**config.mk**
```make
export PLATFORM = sky130hd
export DESIGN_NAME = pushbutton_conditioner_flat
export DESIGN_NICKNAME = d
export VERILOG_FILES = /design/src/rtl/pushbutton_conditioner_pkg.sv /design/src/rtl/pushbutton_conditioner_if.sv /design/src/rtl/pushbutton_conditioner_debounce_fsm.sv /design/src/rtl/pushbutton_conditioner.sv /design/src/flat_wrapper.sv
export SDC_FILE = /design/constraint.sdc
export NUM_CORES = 1
export LEC_CHECK = 0
export CAP_MARGIN = 20
export CORE_UTILIZATION = 55
export DETAILED_ROUTE_END_ITERATION = 16
export PLACE_DENSITY = 0.84
export SYNTH_ARGS = -nofsm -noshare
export SYNTH_HDL_FRONTEND = slang
export SYNTH_SLANG_ARGS = --single-unit
```
**constraint.sdc**
```tcl
create_clock -name Clock -period 4.1 [get_ports Clock]
set_input_delay 0.615 -clock Clock [delete_from_list [all_inputs] [get_ports Clock]]
set_output_delay 0.615 -clock Clock [all_outputs]
set_load 0.02 [all_outputs]
```
**src/rtl/pushbutton_conditioner_pkg.sv**
```systemverilog
// Shared types and defaults for the pushbutton conditioner slice.
package pb_pkg;

    typedef enum logic [1:0] {
        IDLE         = 2'd0,
        PRESS_WAIT   = 2'd1,
        HELD         = 2'd2,
        RELEASE_WAIT = 2'd3
    } pb_state_e;

    localparam int unsigned DEBOUNCE_CYCLES = 1_000_000;
    localparam int unsigned DEBOUNCE_SIM    = 8;
    localparam int unsigned CNT_W           = 20;

endpackage

```
**src/rtl/pushbutton_conditioner_if.sv**
```systemverilog
// Button pins in, debounced levels / press pulses / step request out.
interface pushbutton_conditioner_if #(
    parameter int unsigned N_BUTTONS = 3
);
    logic [N_BUTTONS-1:0] Pushbutton_n;
    logic [N_BUTTONS-1:0] Pressed;
    logic [N_BUTTONS-1:0] Press_pulse;
    logic [N_BUTTONS-1:0] Step;

    modport master (output Pushbutton_n, input Pressed, input Press_pulse, input Step);
    modport slave  (input Pushbutton_n, output Pressed, output Press_pulse, output Step);
endinterface

```
**src/rtl/pushbutton_conditioner_debounce_fsm.sv**
```systemverilog
// One button: 2-flop synchroniser, stable-sample counter, debounce FSM and
// registered single-cycle press pulse.
module debounce_fsm
    import pb_pkg::*;
#(
    parameter int unsigned DEBOUNCE_CYCLES = pb_pkg::DEBOUNCE_CYCLES,
    parameter int unsigned CNT_W           = pb_pkg::CNT_W
) (
    input  logic clk,
    input  logic rst,
    input  logic btn_n_i,
    output logic pressed_o,
    output logic pulse_o
);
    localparam logic [CNT_W-1:0] LAST = CNT_W'(DEBOUNCE_CYCLES - 1);
    localparam logic [CNT_W-1:0] ONE  = CNT_W'(1);

    logic [1:0]       sync_q;
    pb_state_e        state_q, state_d;
    logic [CNT_W-1:0] cnt_q, cnt_d;
    logic             pulse_q, pulse_d;
    logic             s;

    assign s = ~sync_q[1];

    always_ff @(posedge clk or posedge rst) begin
        if (rst) begin
            sync_q  <= '1;
            state_q <= IDLE;
            cnt_q   <= '0;
            pulse_q <= 1'b0;
        end else begin
            sync_q  <= {sync_q[0], btn_n_i};
            state_q <= state_d;
            cnt_q   <= cnt_d;
            pulse_q <= pulse_d;
        end
    end

    // With a single-cycle debounce the wait states are skipped entirely.
    always_comb begin
        state_d = state_q;
        cnt_d   = cnt_q;
        pulse_d = 1'b0;
        case (state_q)
            IDLE: begin
                if (s) begin
                    if (DEBOUNCE_CYCLES == 1) begin
                        state_d = HELD;
                        pulse_d = 1'b1;
                        cnt_d   = '0;
                    end else begin
                        state_d = PRESS_WAIT;
                        cnt_d   = ONE;
                    end
                end
            end
            PRESS_WAIT: begin
                if (!s) begin
                    state_d = IDLE;
                    cnt_d   = '0;
                end else if (cnt_q == LAST) begin
                    state_d = HELD;
                    pulse_d = 1'b1;
                    cnt_d   = '0;
                end else begin
                    cnt_d = cnt_q + ONE;
                end
            end
            HELD: begin
                if (!s) begin
                    if (DEBOUNCE_CYCLES == 1) begin
                        state_d = IDLE;
                        cnt_d   = '0;
                    end else begin
                        state_d = RELEASE_WAIT;
                        cnt_d   = ONE;
                    end
                end
            end
            RELEASE_WAIT: begin
                if (s) begin
                    state_d = HELD;
                    cnt_d   = '0;
                end else if (cnt_q == LAST) begin
                    state_d = IDLE;
                    cnt_d   = '0;
                end else begin
                    cnt_d = cnt_q + ONE;
                end
            end
            default: begin
                state_d = IDLE;
                cnt_d   = '0;
            end
        endcase
    end

    assign pressed_o = (state_q == HELD) || (state_q == RELEASE_WAIT);
    assign pulse_o   = pulse_q;

endmodule

```
**src/rtl/pushbutton_conditioner.sv**
```systemverilog
// Conditions N active-low buttons and forwards the lowest-index press as a
// one-hot step request.
module pushbutton_conditioner
    import pb_pkg::*;
#(
    parameter int unsigned N_BUTTONS       = 3,
    parameter int unsigned DEBOUNCE_CYCLES = pb_pkg::DEBOUNCE_CYCLES,
    parameter int unsigned CNT_W           = pb_pkg::CNT_W
) (
    input logic                     Clock,
    input logic                     Reset,
    pushbutton_conditioner_if.slave bus
);
    logic [N_BUTTONS-1:0] pulse;
    logic [N_BUTTONS-1:0] step;
    logic                 seen;

    for (genvar g = 0; g < N_BUTTONS; g++) begin : g_btn
        debounce_fsm #(
            .DEBOUNCE_CYCLES (DEBOUNCE_CYCLES),
            .CNT_W           (CNT_W)
        ) u_db (
            .clk       (Clock),
            .rst       (Reset),
            .btn_n_i   (bus.Pushbutton_n[g]),
            .pressed_o (bus.Pressed[g]),
            .pulse_o   (pulse[g])
        );
    end

    // Higher-index pulses coinciding with a lower one are dropped, not queued.
    always_comb begin
        step = '0;
        seen = 1'b0;
        for (int unsigned i = 0; i < N_BUTTONS; i++) begin
            step[i] = pulse[i] & ~seen;
            seen    = seen | pulse[i];
        end
    end

    assign bus.Press_pulse = pulse;
    assign bus.Step        = step;

endmodule

```
**src/flat_wrapper.sv**
```systemverilog
// flat-port wrapper written by rule: the top's interface ports become plain ports
module pushbutton_conditioner_flat import pb_pkg::*;
#(
    parameter int unsigned N_BUTTONS       = 3,
    parameter int unsigned DEBOUNCE_CYCLES = pb_pkg::DEBOUNCE_CYCLES,
    parameter int unsigned CNT_W           = pb_pkg::CNT_W
)
  (Clock, Reset, bus_Pushbutton_n, bus_Pressed, bus_Press_pulse, bus_Step);
  pushbutton_conditioner_if #(.N_BUTTONS(N_BUTTONS)) bus_i ();
  input logic Clock;
  input logic Reset;
  input wire logic [$bits(bus_i.Pushbutton_n)-1:0] bus_Pushbutton_n;
  output wire logic [$bits(bus_i.Pressed)-1:0] bus_Pressed;
  output wire logic [$bits(bus_i.Press_pulse)-1:0] bus_Press_pulse;
  output wire logic [$bits(bus_i.Step)-1:0] bus_Step;
  assign bus_i.Pushbutton_n = bus_Pushbutton_n;
  assign bus_Pressed = bus_i.Pressed;
  assign bus_Press_pulse = bus_i.Press_pulse;
  assign bus_Step = bus_i.Step;
  pushbutton_conditioner #(.N_BUTTONS(N_BUTTONS), .DEBOUNCE_CYCLES(DEBOUNCE_CYCLES), .CNT_W(CNT_W)) u_core (.Clock(Clock), .Reset(Reset), .bus(bus_i));
endmodule
```
# After elaboration in Yosys (flattened, before gate mapping)
# Index checks and enable logic that the tools add are counted.
# totals
output_inout_bits,9
elab_cells,104
inputBits,5
ff_bits,75
# classes
n_bitwise,5
reduce_logical,12
n_addsub,3
n_eq_ne,24
muxes,48
# ops
cell,count
2-to-1 mux 20 bit,15
case mux 20 bit (4 select lines),3
"adder 20 x 1 -> 20 bit, second input constant",3
"equality test 20 bit, second input constant",3
2-to-1 mux 2 bit,18
case mux 2 bit (4 select lines),3
"!= test 3 bit, second input constant",6
"equality test 2 bit, second input constant",6
"!= test 2 bit, second input constant",6
AND reduction 4 bit,3
2-to-1 mux 1 bit,9
"equality test 2 x 1 -> 1 bit, second input constant",3
zero test 2 bit,3
AND reduction 2 bit,3
logical OR 1 bit,3
AND 1 bit,2
inverter 1 bit,2
bitwise OR 1 bit,1

# Logic depth before layout (Yosys ltp)
# logic_depth
ltp_word,4
ltp_mapped,8
ltp_nobuf,6

# Hierarchy
# Synthesis repeated with hierarchy kept, for this count alone.
# unflattened
cells_unflattened,438
area_unflattened_um2,4156.5
# by_module_without_submodules
module,area_each_um2,cells_each,instances
debounce_fsm at u_core.g_btn[0].u_db ...,1380.1,146,2
debounce_fsm at u_core.g_btn[2].u_db,1370.1,143,1
pushbutton_conditioner,26.3,3,1

# Worst setup path after synthesis
# Ideal clock, no wire load.
# synth_path
kind,register to register
from,reg u_core.g_btn[1].u_db.cnt_q[6]
to,reg (tool-made name)
setup_slack_ns,2.279
t_required_ns,3.975
synth_period_minus_slack_ns,1.821
arrival_ns,1.696
setup_ns,0.125
stages_incl_launch_ff,8
cell_sequence,dfrtp_1 or4b_4 nor4_4 a21oi_2 buf_6 buf_6 o21ai_2 o31ai_2
# synth_lines
element,line,text
start: declaration,pushbutton_conditioner_debounce_fsm.sv:20,"logic [CNT_W-1:0] cnt_q, cnt_d;"
start signal: assignment,pushbutton_conditioner_debounce_fsm.sv:35,cnt_q <= cnt_d;

# Worst setup path in the final report
# layout_path
from,reg u_core.g_btn[1].u_db.cnt_q[0]
to,reg u_core.g_btn[1].u_db.cnt_q[8]
# layout_between
elab_chain_len,4
# layout_lines
element,line,text
adder 20 x 1 -> 20 bit / equality test 20 bit (equally long branches),-,
2-to-1 mux 20 bit *,"pushbutton_conditioner_debounce_fsm.sv:62, pushbutton_conditioner_debounce_fsm.sv:85",
"2-to-1 mux 20 bit, on equally long branches","pushbutton_conditioner_debounce_fsm.sv:82, pushbutton_conditioner_debounce_fsm.sv:59",
case mux 20 bit (4 select lines) *,pushbutton_conditioner_debounce_fsm.sv:45,case (state_q)
# Mark *: on every way between the ends. The rest lies on a longest branch, timed or not.
# A chain may end at the register's enable or synchronous reset.

==> summary.txt <==
PWR
----------------------------------------------------------------------------------------
Design internal power                                                            1.34 mW
Power per cell area                                                           501 nW/um2
Switching Share                                                                    37.9%
Maximum VDD drop                                                                0.379 mV
Final total power                                                                2.16 mW
Proportion of power drawn by the clock network                                     26.1%
Leakage power                                                                    1.80 nW
Switching Power                                                                 0.819 mW
Comb power frac                                                                    31.8%
Sequential fraction of design power                                                42.1%

PLACED DESIGN
----------------------------------------------------------------------------------------
RD Place Congestion                                                                0.878
Placed wire-length estimate                                                      5580 um
Dpl cell area                                                                   4120 um2
Worst setup timing slack at the placement stage                                  1570 ps
Count of input and output buffers                                                     13

GLOBAL ROUTE
----------------------------------------------------------------------------------------
Most used routing layer in global routing                                           met2
Antenna violations before repair                                                       0
GRT met1 Usage                                                                     32.4%
Via count of the first global-routing pass                                          3071
Total Routing Usage GR                                                             23.9%
Global-route wire length before repair                                          14200 um
Global-route met2 utilization                                                      38.0%
Total gr overflow                                                                      0
Global-route met3 utilization                                                      4.52%
Maximum number of pins on one net before global-route repair                          40

CLOCK TREE
----------------------------------------------------------------------------------------
Clock tree root buffer cell                                                 sky130_fd_sc_hd__clkbuf_8
CTS tree                                                                             yes
Cts bufs inserted                                                                      9
Number of buffers on the longest clock path                                            2
Clock-pin transition on the worst setup and hold timing paths                      80 ps
Number of sinks handled by clock tree synthesis                                       75
Deepest level of the CTS H-tree                                                        3
Count of buffers added by post-CTS timing repair for setup                             0
Cts repair resizes                                                                     0
CTS hold repair buffers                                                                0
Insertion delay of the later-clocked pin in the worst-skew pair                   350 ps

CRITICAL PATH
----------------------------------------------------------------------------------------
Type of element launching the critical path                                     register
Worst setup path startpoint                                                 u_core.g_btn[1].u_db.cnt_q[0]
Critical path capture point type                                                register
Critical Setup Path Class                                                   register to register
Largest fanout of any net on the critical path                                        21
WP data arrival                                                                  2700 ps
Slowest stage cell, crit path                                               sky130_fd_sc_hd__a21oi_2
Critical path data required time                                                 4360 ps
FF-to-FF Start                                                              u_core.g_btn[1].u_db.cnt_q[0]
Setup slack of the most critical reg-to-reg path                                 1670 ps
Timing endpoint of the critical path                                        u_core.g_btn[1].u_db.cnt_q[8]
Ordered cell list for the critical path                                     ha_1 -> nand3_1 -> and4bb_2 -> a21oi_2 -> or2b_1 -> a31oi_1
Delay of the slowest cell on the worst path                                       750 ps
Crit Reg-Reg Endpoint                                                       u_core.g_btn[1].u_db.cnt_q[8]
Register-to-Register Path Depth                                                        6

SYNTH
----------------------------------------------------------------------------------------
Prevailing post-synth register cell                                         sky130_fd_sc_hd__dfrtp_1
Post-synth top area share                                                          42.8%
Share of synthesized flip-flops with an asynchronous set or reset                   100%
Summed instance area of the synthesized netlist                                 4040 um2
Yosys warnings                                                                         0
Share of synthesized area occupied by flip-flops and latches                       46.7%
Yosys reg bits                                                                        75
Net count of the mapped netlist                                                      441
Number of different library cells in the post-synthesis netlist                       51
Cells after Synth                                                                    433
Synthesized area per cell                                                       9.32 um2
Synth top area cells                                                        sky130_fd_sc_hd__dfrtp_1 43%, sky130_fd_sc_hd__a31oi_1 5.4%, sky130_fd_sc_hd__nand2_1 5.4%
EDFF count, synth                                                                      0
Cell type contributing the most total cell area after synthesis             sky130_fd_sc_hd__dfrtp_1

ROUTING
----------------------------------------------------------------------------------------
Vias post-DR                                                                        3254
Remaining DRCs                                                                         0
ANT nets after route                                                                   0
Pre-antenna DRT Iters                                                                  5
Routed wire length per instance                                                  15.4 um
Total routed wirelength                                                          8190 um
Initial DRC count                                                                    172
Number of vias per cell after detailed routing                                      6.13

RUN STATUS
----------------------------------------------------------------------------------------
Outcome                                                                     complete, no violations

CELLS AND AREA
----------------------------------------------------------------------------------------
Sequential cell area                                                            1880 um2
Share of cells above drive strength 1                                              9.43%
Final standard cell area without fillers                                        4320 um2
Number of filler cells placed in the layout                                          583
Layout Area Growth over Synthesis                                                  6.97%
Antenna fix cells                                                                      0
Net count of the finished layout                                                     438
Multi-input gate area                                                           1930 um2

STA
----------------------------------------------------------------------------------------
Post-layout minimum cycle time                                                   2430 ps
Final hold slack                                                                  359 ps
Peak clock frequency supported by timing                                         411 MHz
Number of max-slew violations in the final report                                      0
Worst-case setup margin in the final layout                                      1670 ps
Final setup violation count                                                            0
Total negative setup slack                                                          0 ps
Relative slew slack                                                                37.5%
Clock skew after layout                                                          10.8 ps
Final Hold Viols                                                                       0
Pin slew with the least headroom to its limit                                     938 ps
Portion of the clock cycle consumed by the worst path in the final layout          59.4%
Setup repair after global routing missed its margin                                   no

FLOW RUN
----------------------------------------------------------------------------------------
Max-Cap Viols                                                                          0

FLOORPLANNING
----------------------------------------------------------------------------------------
Die outline width                                                                87.7 um
Core region area                                                                6940 um2
Vertical die dimension                                                           87.7 um
Overall die area                                                                7690 um2
Site Rows                                                                             30
Initial cell density of the core                                                   58.1%
IO Count                                                                              14

MIN PATH
----------------------------------------------------------------------------------------
Worst min-delay path category                                               register to register

==> placed cells by master (no fill, tap or decap), drive strengths merged, types with 5 or more instances in the layout <==
cell type	instances
dfrtp	69
nand2	58
a31oi	35
o21ai	32
nand3	30
a21oi	23
nor2	15
a21o	13
clkdlybuf4s50	13
clkbuf	13
and3	12
nor3	12
nand4	11
xor2	10
inv	9
nor4	9
a41oi	6
dfstp	6
nand2b	5
a22o	5
==> metrics by stage <==
stage	utilization, %	instances
4_1_cts	62.0	530
2_1_floorplan	-	433
5_1_grt	62.2	531
3_5_place_dp	59.3	514
3_3_place_gp	59.3	514
6_report	62.2	531
==> area by class of cell <==
| cell class | count | share of cell area [%] |
|---|---|---|
| multi-input combinational | 319 | 44.8 |
| clock buffer | 13 | 3.45 |
| tap | 96 | 2.78 |
| sequential | 75 | 43.6 |
| clock inverter | 3 | 0.927 |
| inverter | 9 | 0.782 |
| timing repair buffer | 16 | 3.62 |
==> worst max-delay path: cells and delay by family (launching register included) <==
family                     cells  cell delay [ps]
adders and majority gates      1              240
AOI/OAI and AO/OA              2              930
DFF                            1              420
and+or+nand+nor                3              750
==> worst min path at each step <==
| stage | start | end | slack, ps | cells after the start |
|---|---|---|---|---|
| 2_1_floorplan | u_core.g_btn[0].u_db.sync_q[0] | u_core.g_btn[0].u_db.sync_q[1] | 350 | 0 |
| 3_3_place_gp | u_core.g_btn[1].u_db.sync_q[0] | u_core.g_btn[1].u_db.sync_q[1] | 350 | 0 |
| 3_5_place_dp | u_core.g_btn[0].u_db.sync_q[0] | u_core.g_btn[0].u_db.sync_q[1] | 350 | 0 |
| 4_1_cts | u_core.g_btn[0].u_db.sync_q[0] | u_core.g_btn[0].u_db.sync_q[1] | 360 | 0 |
| 5_1_grt | u_core.g_btn[2].u_db.sync_q[0] | u_core.g_btn[2].u_db.sync_q[1] | 370 | 0 |
| 6_report | u_core.g_btn[0].u_db.sync_q[0] | u_core.g_btn[0].u_db.sync_q[1] | 360 | 0 |
==> metal layers <==
metal  up-vias  part of all wire, %
li1       1596                    -
met1      1566                   46
met2        76                   47
met3        16                  4.6
met4         0                  2.4
met5         -                    0
==> sequential cells by signal, indices dropped and copies added, names as in the netlist, named ones only <==
name and count:
u_core.g_btn.u_db.cnt_q 60, u_core.g_btn.u_db.state_q 3, u_core.g_btn.u_db.pulse_o 3, u_core.g_btn.u_db.sync_q 6
==> power by group through the flow <==
stage               clock network (mW)  logic, mW  registers, mW
global route                     0.601      0.775          0.923
finish                           0.564      0.688          0.910
floorplan                            0      0.616          0.892
detailed placement                   0      0.672          0.922
global placement                     0      0.648          0.918
CTS                              0.568      0.676          0.908
==> logic make-up after synthesis <==
kind of cell | Yosys count | share of synthesized area [%]
AO/OA/AOI/OAI | 127 | 20.3
XOR/XNOR | 13 | 2.82
adder cells (fa/ha/maj) | 3 | 0.930
buffers and inverters | 39 | 5.39
flip-flops | 75 | 46.7
multiplexers | 1 | 0.248
AND/OR/NAND/NOR | 175 | 23.7
==> synthesized netlist by cell type, types with 6 or more instances <==
master,instances
sky130_fd_sc_hd__a21o_1,13
sky130_fd_sc_hd__a21oi_1,21
sky130_fd_sc_hd__a31oi_1,35
sky130_fd_sc_hd__a41oi_1,6
sky130_fd_sc_hd__and3_1,12
sky130_fd_sc_hd__buf_2,6
sky130_fd_sc_hd__buf_4,9
sky130_fd_sc_hd__clkbuf_1,11
sky130_fd_sc_hd__dfrtp_1,69
sky130_fd_sc_hd__dfstp_2,6
sky130_fd_sc_hd__inv_1,9
sky130_fd_sc_hd__nand2_1,58
sky130_fd_sc_hd__nand3_1,29
sky130_fd_sc_hd__nand4_1,11
sky130_fd_sc_hd__nor2_1,15
sky130_fd_sc_hd__nor3_1,12
sky130_fd_sc_hd__o21ai_0,31
sky130_fd_sc_hd__xor2_1,10
No activity file was read; power rests on OpenSTA's default activity.
==> edit, RTL diff (config.mk and constraints unchanged) <==
`N_BUTTONS` is set to 3 in 3 places; all go to 6.
--- a/src/rtl/pushbutton_conditioner_if.sv
+++ b/src/rtl/pushbutton_conditioner_if.sv
@@ -1,6 +1,6 @@
 // Button pins in, debounced levels / press pulses / step request out.
 interface pushbutton_conditioner_if #(
-    parameter int unsigned N_BUTTONS = 3
+    parameter int unsigned N_BUTTONS = 6
 );
     logic [N_BUTTONS-1:0] Pushbutton_n;
     logic [N_BUTTONS-1:0] Pressed;
--- a/src/rtl/pushbutton_conditioner.sv
+++ b/src/rtl/pushbutton_conditioner.sv
@@ -3,7 +3,7 @@
 module pushbutton_conditioner
     import pb_pkg::*;
 #(
-    parameter int unsigned N_BUTTONS       = 3,
+    parameter int unsigned N_BUTTONS       = 6,
     parameter int unsigned DEBOUNCE_CYCLES = pb_pkg::DEBOUNCE_CYCLES,
     parameter int unsigned CNT_W           = pb_pkg::CNT_W
 ) (
--- a/src/flat_wrapper.sv
+++ b/src/flat_wrapper.sv
@@ -1,7 +1,7 @@
 // flat-port wrapper written by rule: the top's interface ports become plain ports
 module pushbutton_conditioner_flat import pb_pkg::*;
 #(
-    parameter int unsigned N_BUTTONS       = 3,
+    parameter int unsigned N_BUTTONS       = 6,
     parameter int unsigned DEBOUNCE_CYCLES = pb_pkg::DEBOUNCE_CYCLES,
     parameter int unsigned CNT_W           = pb_pkg::CNT_W
 )
Interface: changed (resized bus_Press_pulse, bus_Pressed, bus_Pushbutton_n and bus_Step); port bits go from 14 to 26. No check against the original RTL was run, so the function may have changed too.
==> edit against the original RTL <==
- critical path depth shrank 3
- global-route usage decreased by 0.52 points
- count of clock-buffer cells in the layout increased by 12
- wire length grew 100%
- maximum frequency shrank 6.9%
- setup slack worse by 0.18 ns
- power grew 130%
- cell area increased by 110%
- combinational power grew 110%
- clock skew decreased by 0.0029 ns
- synthesized area increased by 99%
- sequential cell count rose by 75
- die area up 96%
- clock power increased to 3.0 times the old value
- critical path type is now reg2out
- critical endpoint is now bus_Step[5]
- largest cell class unchanged
- largest power group unchanged
==> edit: results <==
status:
  status: "completed"
cts:
  root_buffer: "clkbuf_16"
  numCtsBuffers: 17
  htreeDepth: 4
  path_clk_slew_ns: 0.06
  clk-insertion-delay-late_ns: 0.42
final_layout:
  reg.largest.list: "u_core.g_btn.u_db.cnt_q: 120 flops, u_core.g_btn.u_db.sync_q: 12 flops"
  layout.nets: 881
  drive_gt1_share_pct: 9.43
placed_design:
  portBuffers: 25
  preCtsSetupSlack_ns: 1.51
  place_inst: 1025
  finalWeightedCongestion: 0.821
  dp.final_hpwl_um: 10500
routing:
  dr.first_iter.drc_count: 659
  routed_wl_um: 16600
  wl_met3_um: 863
  drt-wirelength-per-cell_um: 15.6
  via_per_inst: 6.29
  routed-wl-met2_um: 7700
logic_synthesis:
  ys_warn_count: 0
  seq_area_frac_synth_pct: 47.0
  synth_nets: 887
  synth_common_cells: "dfrtp_1, nand2_1, nand3_1"
  yosysUniqueCellTypes: 69
  syn_inst: 873
  synthTopCellsByArea: "dfrtp_1, nand2_1, nand3_1"
power:
  ir_worst_vdd_uv: 339
  p_leak_uw: 0.00369
  swShare_pct: 34.4
global_route:
  grt_pass1_vias: 6012
  grt_util_met2_pct: 36.5
  grt_max_degree: 48
  grt_util_met1_pct: 32.2
  use_met3_pct: 5.34
  track_usage_pct: 23.4
timing:
  finClkSkew_ns: 0.00792
  tightest_slew_ns: 0.935
critical_path:
  critPathMaxFanout: 5
  arrival_ns: 2.00
==> edit: final timing paths <==
check / startpoint / end / slack, ns / depth (start not counted)
hold reg to reg: u_core.g_btn[3].u_db.sync_q[0] / u_core.g_btn[3].u_db.sync_q[1] / 0.36 / 0
min in group asynchronous: Reset / u_core.g_btn[2].u_db.cnt_q[0] / 0.73 / 2
hold / removal: u_core.g_btn[3].u_db.sync_q[0] / u_core.g_btn[3].u_db.sync_q[1] / 0.36 / 0
setup reg to reg: u_core.g_btn[2].u_db.cnt_q[0] / u_core.g_btn[2].u_db.cnt_q[6] / 1.71 / 7
max in group asynchronous: Reset / u_core.g_btn[3].u_db.sync_q[0] / 2.41 / 3
setup / recovery: u_core.g_btn[1].u_db.pulse_o / bus_Step[5] / 1.49 / 3
==> edit: worst max-delay path, stage by stage, from the launching register on <==
cell             delay, ns
dfrtp_1               0.42
nor4_1                0.37
and3b_1               0.20
clkdlybuf4s50_1       0.59
==> edit: layout make-up <==
cell class              instances  area [um^2]
repair buffers                 34          349
clock buffers                  25          505
fillers                      1080         5110
well taps                     180          225
multi-input cells             642         3860
inverters                      22         86.3
flip-flops and latches        150         3770
clock inverters                 7          140
==> edit: cells by family after synthesis <==
| family | after synthesis | share of synthesized area [%] |
|---|---|---|
| adders and majority gates | 6 | 0.937 |
| xor gates and xnor gates | 15 | 1.64 |
| DFF | 150 | 47.0 |
| AOI/OAI and AO/OA | 241 | 19.2 |
| muxes | 11 | 1.37 |
| and+or+nand+nor | 369 | 24.8 |
| buffers and inverters | 81 | 5.03 |
==> edit: power by group through the flow <==
stage               combinational [uW]  sequential, uW  clock (uW)
global placement                  1330            1810           0
detailed placement                1370            1820           0
finish                            1440            1800        1680
global route                      1590            1820        1770
floorplan                         1180            1770           0
CTS                               1390            1790        1710
